===== src/rtl/sobel_window_sequencer.sv =====
// Walks the frame buffer one 3x3 neighbourhood per interior pixel and presents it to the Sobel core.
// Latency: 9 read cycles + RD_LAT drain cycles + 1 present cycle per window when unstalled.
// Backpressure: win_ready low freezes the presented window; hold high pauses read issue only.
module sobel_window_sequencer #(
  parameter int WIDTH  = 250,
  parameter int HEIGHT = 250,
  parameter int RD_LAT = 1
) (
  input  logic        clk,
  input  logic        rst_n,
  input  logic        start,
  input  logic        hold,
  output logic        busy,
  output logic        done,
  output logic        rd_en,
  output logic [7:0]  rd_addr_r,
  output logic [7:0]  rd_addr_c,
  input  logic [7:0]  rd_data,
  output logic [71:0] win_data,
  output logic [7:0]  win_row,
  output logic [7:0]  win_col,
  output logic        win_valid,
  input  logic        win_ready
);

  localparam logic [7:0] LAST_R = 8'(HEIGHT - 2);
  localparam logic [7:0] LAST_C = 8'(WIDTH - 2);

  typedef enum logic [2:0] {
    S_IDLE,
    S_FETCH,
    S_DRAIN,
    S_PRESENT,
    S_DONE
  } state_t;

  state_t      state, state_nxt;
  logic [7:0]  r, c, r_nxt, c_nxt;
  logic [3:0]  k, k_nxt, k_base;
  logic [3:0]  cap_cnt;
  logic [3:0]  rd_k;
  logic [1:0]  dr, dc;
  logic        win_start;
  logic        issue;
  logic        cap;
  logic        tag_vld [RD_LAT];
  logic [3:0]  tag_k   [RD_LAT];

  assign cap = tag_vld[RD_LAT-1];

  // Next-state, target advance and read-issue decisions.
  always_comb begin
    state_nxt = state;
    r_nxt     = r;
    c_nxt     = c;
    win_start = 1'b0;
    case (state)
      S_IDLE: begin
        if (start) begin
          r_nxt     = 8'd1;
          c_nxt     = 8'd1;
          win_start = 1'b1;
          state_nxt = S_FETCH;
        end
      end
      S_FETCH: begin
        if (k == 4'd9) state_nxt = S_DRAIN;
      end
      S_DRAIN: begin
        if ((cap_cnt + {3'b000, cap}) == 4'd9) state_nxt = S_PRESENT;
      end
      S_PRESENT: begin
        if (win_ready) begin
          if (r == LAST_R && c == LAST_C) begin
            state_nxt = S_DONE;
          end else begin
            win_start = 1'b1;
            state_nxt = S_FETCH;
            if (c == LAST_C) begin
              c_nxt = 8'd1;
              r_nxt = r + 8'd1;
            end else begin
              c_nxt = c + 8'd1;
            end
          end
        end
      end
      S_DONE:  state_nxt = S_IDLE;
      default: state_nxt = S_IDLE;
    endcase

    // A new window restarts the read index at 0 in the same cycle it is entered.
    k_base = win_start ? 4'd0 : k;
    issue  = !hold && (win_start || (state == S_FETCH && k != 4'd9));
    k_nxt  = issue ? k_base + 4'd1 : k_base;

    dr = 2'd0;
    dc = 2'd0;
    case (k_base)
      4'd0:    begin dr = 2'd0; dc = 2'd0; end
      4'd1:    begin dr = 2'd0; dc = 2'd1; end
      4'd2:    begin dr = 2'd0; dc = 2'd2; end
      4'd3:    begin dr = 2'd1; dc = 2'd0; end
      4'd4:    begin dr = 2'd1; dc = 2'd1; end
      4'd5:    begin dr = 2'd1; dc = 2'd2; end
      4'd6:    begin dr = 2'd2; dc = 2'd0; end
      4'd7:    begin dr = 2'd2; dc = 2'd1; end
      4'd8:    begin dr = 2'd2; dc = 2'd2; end
      default: begin dr = 2'd0; dc = 2'd0; end
    endcase
  end

  // State, target coordinate and read index registers.
  always_ff @(posedge clk or negedge rst_n) begin
    if (!rst_n) begin
      state <= S_IDLE;
      r     <= 8'd0;
      c     <= 8'd0;
      k     <= 4'd0;
    end else begin
      state <= state_nxt;
      r     <= r_nxt;
      c     <= c_nxt;
      k     <= k_nxt;
    end
  end

  // Buffer read port: one strobe per issued neighbourhood pixel, address held while paused.
  always_ff @(posedge clk or negedge rst_n) begin
    if (!rst_n) begin
      rd_en     <= 1'b0;
      rd_addr_r <= 8'd0;
      rd_addr_c <= 8'd0;
      rd_k      <= 4'd0;
    end else if (issue) begin
      rd_en     <= 1'b1;
      rd_addr_r <= r_nxt - 8'd1 + {6'd0, dr};
      rd_addr_c <= c_nxt - 8'd1 + {6'd0, dc};
      rd_k      <= k_base;
    end else begin
      rd_en     <= 1'b0;
    end
  end

  // Tag pipeline matching the buffer latency so each returning byte knows its window slot.
  always_ff @(posedge clk or negedge rst_n) begin
    if (!rst_n) begin
      for (int i = 0; i < RD_LAT; i++) begin
        tag_vld[i] <= 1'b0;
        tag_k[i]   <= 4'd0;
      end
    end else begin
      tag_vld[0] <= rd_en;
      tag_k[0]   <= rd_k;
      for (int i = 1; i < RD_LAT; i++) begin
        tag_vld[i] <= tag_vld[i-1];
        tag_k[i]   <= tag_k[i-1];
      end
    end
  end

  // Capture returning bytes into the window and count them so DRAIN knows when it is complete.
  always_ff @(posedge clk or negedge rst_n) begin
    if (!rst_n) begin
      win_data <= 72'd0;
      cap_cnt  <= 4'd0;
    end else begin
      if (cap) win_data[{tag_k[RD_LAT-1], 3'b000} +: 8] <= rd_data;
      if (win_start)  cap_cnt <= 4'd0;
      else if (cap)   cap_cnt <= cap_cnt + 4'd1;
    end
  end

  // Presented window handshake, target coordinate and pass status outputs.
  always_ff @(posedge clk or negedge rst_n) begin
    if (!rst_n) begin
      win_valid <= 1'b0;
      win_row   <= 8'd0;
      win_col   <= 8'd0;
      busy      <= 1'b0;
      done      <= 1'b0;
    end else begin
      win_valid <= (state_nxt == S_PRESENT);
      if (state == S_DRAIN && state_nxt == S_PRESENT) begin
        win_row <= r;
        win_col <= c;
      end
      busy <= (state_nxt == S_FETCH) || (state_nxt == S_DRAIN) || (state_nxt == S_PRESENT);
      done <= (state_nxt == S_DONE);
    end
  end

endmodule


===== config.mk =====
export PLATFORM = sky130hd
export DESIGN_NAME = sobel_window_sequencer
export DESIGN_NICKNAME = d
export VERILOG_FILES = /design/src/rtl/sobel_window_sequencer.sv
export SDC_FILE = /design/constraint.sdc
export NUM_CORES = 1
export LEC_CHECK = 0
export BUFFER_PORTS_ARGS = -buffer_cell sky130_fd_sc_hd__buf_2
export CAP_MARGIN = 40
export CORE_MARGIN = 2
export CORE_UTILIZATION = 50
export DETAILED_ROUTE_END_ITERATION = 8
export GPL_TIMING_DRIVEN = 0
export PLACE_DENSITY = 0.83
export SLEW_MARGIN = 20
export SYNTH_ARGS = -nofsm -noshare
export SYNTH_HDL_FRONTEND = slang
export SYNTH_SLANG_ARGS = --single-unit

===== constraint.sdc =====
create_clock -name clk -period 4 [get_ports clk]
set_input_delay 0.2 -clock clk [delete_from_list [all_inputs] [get_ports clk]]
set_output_delay 0.2 -clock clk [all_outputs]
set_load 0.01 [all_outputs]

# == Word level (Yosys, flattened, before mapping) ==
# Memories as Yosys holds them, arrays and structs flattened.
# Index checks and enable logic that the tools add are counted.
# totals
inputBits,13
n_memories,1
register_bits,144
romBits,64
output_inout_bits,108
# op_classes
n_reduce_logical,10
muxes,26
shifts,2
eq_ne,12
add_sub_neg,10
# memory_table
name,depth,word_bits,rd,rd_clocked_by_memory_dff,wr,line_no,text
(no name shown),16,4,1,0,0,99,case (k_base)
# ops
op,n
bitwise mux 72 bit,1
"variable shift 8 x 9 -> 72 bit, first input constant",1
indexed part select 8 x 9 -> 72 bit,1
2-to-1 mux 8 bit,8
one-hot mux 8 bit (2 select lines),2
"adder 8 x 1 -> 8 bit, second input constant",2
adder 8 x 2 -> 8 bit,2
"equality test 8 bit, second input constant",2
2-to-1 mux 4 bit,4
"subtractor 8 x 1 -> 8 bit, second input constant",2
2-to-1 mux 3 bit,5
"equality test 3 x 2 -> 1 bit, second input constant",4
one-hot mux 3 bit (4 select lines),1
negator 7 -> 9 bit,1
"adder 4 x 1 -> 4 bit, second input constant",2
"equality test 4 bit, second input constant",2
"equality test 3 x 1 -> 1 bit, second input constant",2
adder 4 x 1 -> 4 bit,1
logical AND 1 bit,4
2-to-1 mux 1 bit,4
"!= test 4 bit, second input constant",1
"equality test 3 bit, second input constant",1
logical NOT 3 bit,1
logical OR 1 bit,3
3 further kinds,3

# == Depth between registers and ports, before layout ==
# Gate-level depths: netlist (run 1).
# logic_depth
word_depth,8
mapped_depth,24

# == Least setup slack after synthesis (run 1) ==
# No wires, ideal clock.
# synth_timing
path_type,register to register
from,register c[0]
to,register rd_addr_c[7]
t_arrival_ns,3.893
setup_slack_ns,-0.016
path_stages_with_launch,24
period_less_slack_ns,4.016
n_path_buf,0
setup_ns,0.123
cell_sequence,dfrtp_1 inv_1 ha_1 nand3b_1 nor2_1 a21oi_1 nor2_2 nand2_1 ha_1 nand2_1 o22ai_1 a222oi_1 ha_1 inv_1 ha_1 inv_1 fa_1 nor2b_1 o21ai_0 nand2b_1 a31oi_1 xnor2_1 xnor2_1 o21ai_1
# synth_via
elab_chain_len,8
word_cells_on_any_way,17
# synth_rtl
element,line_no,text
from (decl),38,"logic [7:0] r, c, r_nxt, c_nxt;"
from (signal assigned),123,c <= c_nxt;
"parallel branches: the longest is 8 deep, another holds adder 8 x 1 -> 8 bit",-,
to (signal assigned),138,"rd_addr_c <= c_nxt - 8'd1 + {6'd0, dc};"
to (decl),17,"output logic [7:0] rd_addr_c,"
# Several ways; the timed one is not identified.
# A chain may end at the register's enable or synchronous reset.

# == Worst setup path in the final report (run 1) ==
# layout_timing
from,register state[2]
to,register rd_addr_c[7]
# layout_via
elab_chain_len,5
word_cells_on_any_way,12
# layout_rtl
element,line_no,text
from (decl),37,"state_t state, state_nxt;"
from (signal assigned),121,state <= state_nxt;
equality test 3 x 2 -> 1 bit or logical NOT 3 bit (tied branches),57,case (state)
one-hot mux 1 bit (2 select lines) *,57,
2-to-1 mux 4 bit *,93,k_base = win_start ? 4'd0 : k;
net k_base[0],39,"logic [3:0] k, k_nxt, k_base;"
memory read (16 x 4 bit) *,-,
adder 8 x 2 -> 8 bit *,138,
# The timed path passes the listed nets; every way through them passes the cells marked *.

==> flow_summary.ini, run 1 <==
[yosys]
netlist_instances = 599
synthDistinctLibCells = 55
yosys_most_used_dff = dfrtp_1
synth_top_area_share_pct = 53.8
ys_async_sr_fraction_pct = 100
synthTopCellsByArea = dfrtp_1 (54%), mux2_2 (9.4%), ha_1 (5.6%)
synth_warnings = 0
synth_seq_cells = 144
yosysTopAreaCell = dfrtp_1
avgSynthCellArea_um2 = 11.2
synth_area_um2 = 6700
synth-edff-count = 0
ys_seq_area_share_pct = 53.8
synth_nets = 644

[detailed_routing]
drt-total-wl_um = 16100
wire_per_inst_um = 16.9
antenna_left = 0
viasPerCell = 5.49
drcViolationCount = 0
drt_iter0_markers = 419
num_vias = 5218
drtPass1Iterations = 5

[final_layout]
stdcell_count = 951
antenna_cells = 0
syn_to_final_growth_pct = 26.0
drive_gt1_share_pct = 34.8
final.fill_count = 1012
finalInstanceArea_um2 = 8450
final_net_count = 807

[die]
fp.dieArea_um2 = 14300
ioPinCount = 121
die_w_um = 120
core-area_um2 = 13200
fp.dieH_um = 120
initial_core_util_pct = 50.8
placementRows = 42

[setup_path]
cp_max_fo = 10
worst_setup_path_start_kind = register
rr_worst_depth = 20
crit_chain = clkbuf_2 -> nor4b_4 -> nor2_4 -> nand2_4 -> buf_4 -> inv_1 -> ha_1 -> a222oi_1 -> ha_1 -> inv_1 -> ha_2 -> inv_1 -> fa_2 -> nor2b_1 -> o21ai_1 -> nand2b_1 -> a31oi_2 -> xnor2_1 -> xnor2_1 -> o21ai_1
reg2reg_from = state[2]$_DFF_PN0_
worst_path_max_delay_cell = nor4b_4
crit_top_cell = inv_1
path_class = reg2reg
cp-startpoint = state[2]$_DFF_PN0_
slowest_delay_ns = 0.42
end_kind = register
worstPathRequired_ns = 4.31
cp.arrival_ns = 4.31

[grt]
grt_antenna_before_repair = 0
track_usage_pct = 23.0
grt_pass1_wl_um = 25600
overflow = 0
grt_pass1_vias = 5091
grt_max_degree = 84

[pwr]
clkPwrFrac_pct = 26.1
power_frac_comb_pct = 38.0
p_int_mw = 3.83
swShare_pct = 35.6
ir_drop_mv = 0.399
seqPwrFrac_pct = 35.9
power.density_nw_per_um2 = 704
switching_power_mw = 2.12
power_leakage_nw = 4.22

[cts]
clkSinkCount = 144
clkTransAtPathRegs_ns = 0.06
htree_levels = 4
cts_made_buffers = 17
cts-root-buf = clkbuf_16
insertion_delay_ns = 0.42
cts_tree = built
cts_max_path_buffers = 2

[min_path]
hold_path.class = in2reg
worstHoldPathCells = 3
hold_start = rd_data[4]

[sta]
maxSlewViolCount = 0
clock.fmax_mhz = 250
skew_ns = 0.00953
min_period_ns = 4.00
period_share_pct = 100
fin_setup_tns_ns = -0.00199
setup-violations-final = 1
fin_ws_ns = -0.00199
tightestPinTransition_ns = 0.651
timing.hold.ws_ns = 0.123
max_slew_margin_pct = 56.1
grt_setup_unrepaired = true
hold_violations = 0

[outcome]
status = complete, but fails checks
violations = negative setup slack

[placement]
io_buffers = 120
routabilityCongestion = 0.850
dp_hpwl_um = 10700
dp.cells = 897
place_area_um2 = 7570

[flow_run]
max-cap-violations = 0
synthesized netlist by cell type, drive strengths merged (2+ instances only):
cell type and instances:
ha 30, a311oi 2, and4 2, nor3 9, o21ai 44, nor4 3
o31ai 3, inv 52, a21oi 13, nand2 83, mux2i 22, clkbuf 9
o22ai 3, nand3b 4, o21bai 2, buf 7, nand3 21, and2 2
dfrtp 144, nor4b 3, and3 4, fa 2, mux2 56, nor2b 3
nand4b 2, a22oi 3, nand2b 3, nor2 21, a31oi 4, nor3b 4
nand4 4, xnor2 12, a21o 9, xor2 7
area by class of cell:
cell class	count	area, µm²	area share (%)
Clock buffer	20	447	5.29
Multi-Input combinational cell	387	2960	35.0
Timing Repair Buffer	144	811	9.60
Buffer	16	76.3	0.903
Sequential cell	144	3610	42.7
Tap cell	176	220	2.61
Inverter	52	195	2.31
Clock inverter	12	135	1.60
path summary, 6_finish.rpt:
kind	endpoint	slack, ns
max	rd_addr_c[7]$_DFFE_PN0P_	-0.002
min	win_data[28]$_DFFE_PN0P_	0.12
max reg2reg	rd_addr_c[7]$_DFFE_PN0P_	-0.002
min reg2reg	tag_k[3]$_DFF_PN0_	0.38
max in group asynchronous	r[4]$_DFF_PN0_	2.93
min in group asynchronous	win_data[30]$_DFFE_PN0P_	0.31
power by group through the flow:
stage | logic (mW) | clock network [mW] | registers (mW)
4_1_cts | 2.11 | 1.58 | 2.13
6_report | 2.26 | 1.55 | 2.14
2_1_floorplan | 1.14 | 0 | 2.27
3_5_place_dp | 1.98 | 0 | 2.15
5_1_grt | 2.48 | 1.65 | 2.18
3_3_place_gp | 1.91 | 0 | 2.14
stage by stage:
| step | setup WS, ns | utilization (%) | total power, mW |
|---|---|---|---|
| after floorplan | 0.0271 | - | 3.42 |
| after global routing | -0.210 | 64.0 | 6.32 |
| final | -0.00199 | 64.0 | 5.95 |
| after detailed placement | -0.735 | 57.4 | 4.13 |
| after global placement | -0.633 | 57.1 | 4.05 |
| after CTS | 0.00178 | 63.0 | 5.82 |
cell families (layout without fill, tap and decap cells):
kind of cell,count (synthesis),count (layout),synth area share [%]
multiplexers,78,78,12.9
AO/OA/AOI/OAI,88,88,7.84
flip-flops,144,144,53.8
XOR/XNOR,19,19,2.48
AND/OR/NAND/NOR,170,170,12.8
buffers and inverters,68,244,4.01
adder cells (fa/ha/maj),32,32,6.20
critical path: cells and delay by family (launching register included):
kind                       cells  cell delay (ns)
AOI/OAI and AO/OA              4             0.65
xor gates and xnor gates       2             0.34
adders and majority gates      4             1.03
buffers and inverters          5             0.54
DFF                            1             0.41
and+or+nand+nor                5             0.92
sequential cells by signal (all words and copies together) (netlist names), 8 cells and up:
| register | cells |
|---|---|
| win_data | 72 |
| c | 8 |
| r | 8 |
| rd_addr_c | 8 |
| rd_addr_r | 8 |
| win_col | 8 |
| win_row | 8 |
cell usage in the layout (no fill, tap or decap), types with 9 or more instances in the layout:
| master | synthesis | routed |
|---|---|---|
| a21oi_1 | 13 | 10 |
| buf_2 | 5 | 125 |
| buf_4 | 2 | 23 |
| clkbuf_1 | 9 | 9 |
| clkbuf_16 | 0 | 17 |
| dfrtp_1 | 144 | 142 |
| ha_1 | 30 | 27 |
| inv_1 | 51 | 50 |
| mux2_2 | 56 | 56 |
| mux2i_1 | 20 | 20 |
| nand2_1 | 83 | 79 |
| nand3_1 | 20 | 20 |
| nor2_1 | 20 | 18 |
| o21ai_0 | 42 | 41 |
| xnor2_1 | 12 | 12 |
layer usage:
metal  track usage (%)  up-vias  wire (µm)
li1                  -     2401          -
met1              28.7     2586       6860
met2              38.5      200       7890
met3              6.27       31       1030
met4              8.53        0        306
met5                 0        -          0
repair_timing:
item,CTS,global route
resized for setup,19,15
setup buffers,11,10
endpoints found under the hold margin,61,0
pin swaps,11,15
hold buffers,1,0
endpoints found under the setup margin,7,3
No activity file was read; power rests on OpenSTA's default activity.
==> inputs of run 2 (changes only) <==
ABC_AREA = 1   (was not set)
BUFFER_PORTS_ARGS = -buffer_cell sky130_fd_sc_hd__clkbuf_2   (was -buffer_cell sky130_fd_sc_hd__buf_2)
CORE_UTILIZATION = 51   (was 50)
PLACE_DENSITY = 0.84   (was 0.83)
==> flow_summary.ini, run 2 <==
[setup_path]
path_class = reg2reg
rr_worst_depth = 26
timing.rr.end = rd_addr_r[7]$_DFFE_PN0P_
worst_setup_path_start_kind = register
cp.arrival_ns = 4.03
worstPathRequired_ns = 4.32
cp_max_fo = 5
reg2reg_from = r[0]$_DFF_PN0_
end_kind = register
reg2reg_slack_ns = 0.30

[final_layout]
final_net_count = 972
largest_reg_flops = 72
finalInstanceArea_um2 = 8400
drive_gt1_share_pct = 23.3
top_register = win_data
final.fill_count = 1072
multiInputGateArea_um2 = 2800
final_core_util_pct = 63.7
antenna_cells = 0
stdcell_count = 1116
syn_to_final_growth_pct = 22.3
layout.cells.most_common_list = nand2_1 (230), dfrtp_1 (144), clkbuf_2 (118)
mostFrequentLayoutCell = nand2_1
ff_latch_area_um2 = 3600

[sta]
hold_violations = 0
min_period_ns = 3.70
fin_ws_ns = 0.295
period_share_pct = 92.6
maxSlewViolCount = 0
fin_setup_tns_ns = 0
tightestPinTransition_ns = 0.545
setup-violations-final = 0
timing.hold.ws_ns = 0.170
skew_ns = 0.0146
max_slew_margin_pct = 62.7
clock.fmax_mhz = 270

[placement]
io_buffers = 119
place_ws_ns = 0.0376
place_area_um2 = 7720
dp_hpwl_um = 11700
routabilityCongestion = 0.931
dp.cells = 1077

[pwr]
power_frac_comb_pct = 43.7
seqPwrFrac_pct = 34.0
switching_power_mw = 2.85
ir_drop_mv = 0.434
power_leakage_nw = 4.35
power.density_nw_per_um2 = 828
p_int_mw = 4.10
swShare_pct = 41.0
finalPower_mw = 6.95
clkPwrFrac_pct = 22.3

[grt]
grt_max_degree = 95
track_usage_pct = 23.6
grt_pass1_vias = 5555
grt_antenna_before_repair = 0
grt_pass1_wl_um = 26700
overflow = 0

[yosys]
yosysTopAreaCell = dfrtp_1
synth-xor-area-share_pct = 1.91
ys_seq_area_share_pct = 52.5
synth_seq_cells = 144
yosys_most_used_dff = dfrtp_1
synth-simple-area-share_pct = 21.4
synth_nets = 826
avgSynthCellArea_um2 = 8.79
synth_mux_area_share_pct = 1.15
netlist_instances = 781
synthTopCellsByArea = dfrtp_1 (52%), nand2_1 (13%), o21ai_0 (5.8%)
synth_top_family_by_area = simple AND/OR/NAND/NOR gates
synth_warnings = 0
synth_area_um2 = 6870
synth-edff-count = 0
synthDistinctLibCells = 36
synth-compound-area-share_pct = 9.82
synthAdderAreaFrac_pct = 6.05
yosysMostFrequentCell = nand2_1
synth_top_area_share_pct = 52.5
netlist_top_cells_count = nand2_1 (233), dfrtp_1 (144), inv_1 (93), o21ai_0 (80)
ys_async_sr_fraction_pct = 100

[outcome]
status = complete, no violations

[detailed_routing]
drcViolationCount = 0
wire_per_inst_um = 14.8
num_vias = 5971
viasPerCell = 5.35
drt-total-wl_um = 16500
drtPass1Iterations = 5
drt_iter0_markers = 630
antenna_left = 0

[die]
fp.dieH_um = 120
ioPinCount = 121
initial_core_util_pct = 52.1
core-area_um2 = 13200
placementRows = 42
fp.dieArea_um2 = 14400
die_w_um = 120

[cts]
cts_tree = built
cts_made_buffers = 17
htree_levels = 4
cts_max_path_buffers = 2
insertion_delay_ns = 0.43
clkTransAtPathRegs_ns = 0.06
clkSinkCount = 144
cts-root-buf = clkbuf_16

[min_path]
hold_start = hold
min_to = rd_en$_DFF_PN0_
hold_path.class = in2reg
worstHoldPathCells = 4

[flow_run]
max-cap-violations = 0
==> run 2: worst max-delay path by stage <==
stage / cells after the start / from / slack [ns] / endpoint
3_3_place_gp: 31 / c[0]$_DFF_PN0_ / 0.09 / rd_addr_c[7]$_DFFE_PN0P_
2_1_floorplan: 31 / c[0]$_DFF_PN0_ / 0.47 / rd_addr_c[7]$_DFFE_PN0P_
6_report: 26 / r[0]$_DFF_PN0_ / 0.30 / rd_addr_r[7]$_DFFE_PN0P_
4_1_cts: 29 / r[0]$_DFF_PN0_ / 0.02 / rd_addr_r[7]$_DFFE_PN0P_
5_1_grt: 29 / r[0]$_DFF_PN0_ / -0.02 / rd_addr_r[7]$_DFFE_PN0P_
3_5_place_dp: 29 / r[0]$_DFF_PN0_ / 0.04 / rd_addr_r[7]$_DFFE_PN0P_
==> run 2: final cells by class <==
type,instances,share of cell area [%]
multi-input cells,515,33.4
repair buffers,127,8.18
inverters,105,4.75
clock inverters,12,1.50
clock buffers,20,5.44
flip-flops and latches,144,42.9
plain buffers,17,1.19
well taps,176,2.62
==> run 2: cells by family (layout without fill, tap and decap cells) <==
| logic type | after synthesis | after routing |
|---|---|---|
| AOI/OAI and AO/OA | 128 | 128 |
| xor gates and xnor gates | 15 | 15 |
| adders and majority gates | 32 | 32 |
| buffers and inverters | 122 | 281 |
| DFF | 144 | 144 |
| muxes | 7 | 7 |
| and+or+nand+nor | 333 | 333 |
==> run 2: worst max-delay path: stages, from the launching register on <==
cell and delay (ns):
dfrtp_1 0.40, inv_1 0.09, ha_1 0.20, nand2_1 0.06
nor2_1 0.05, nand2_2 0.12, nand2_1 0.17, inv_1 0.14
nand2_1 0.13, a21oi_1 0.14, o21ai_0 0.10, o21ai_1 0.17
inv_1 0.08, ha_1 0.28, inv_1 0.04, ha_1 0.22
fa_2 0.36, nand3_1 0.10, nand2_1 0.07, nand2_1 0.08
nand2_1 0.06, a21oi_2 0.16, nand3_1 0.11, nand2_1 0.08
nand2_1 0.05, nand3_1 0.09, nand2_1 0.05
==> run 2: routing by layer <==
metal,GRT usage (%),share of wire (%)
met4,10.6,2.9
met1,30.2,40
met3,5.18,7.5
met2,38.6,49
met5,0,0
==> run 2: power by group through the flow <==
stage,sequential (mW),combinational (mW),clock (mW)
6_report,2.36,3.04,1.55
5_1_grt,2.41,3.44,1.63
4_1_cts,2.35,2.95,1.56
3_5_place_dp,2.37,2.91,0
3_3_place_gp,2.36,2.80,0
2_1_floorplan,2.51,1.78,0
==> run 2: repair_timing <==
item | CTS | global route
hold buffers | 1 | 0
hold endpoints to repair | 50 | 0
endpoints found under the setup margin | 0 | 2
buffers inserted | 0 | 6
resized for setup | 0 | 19
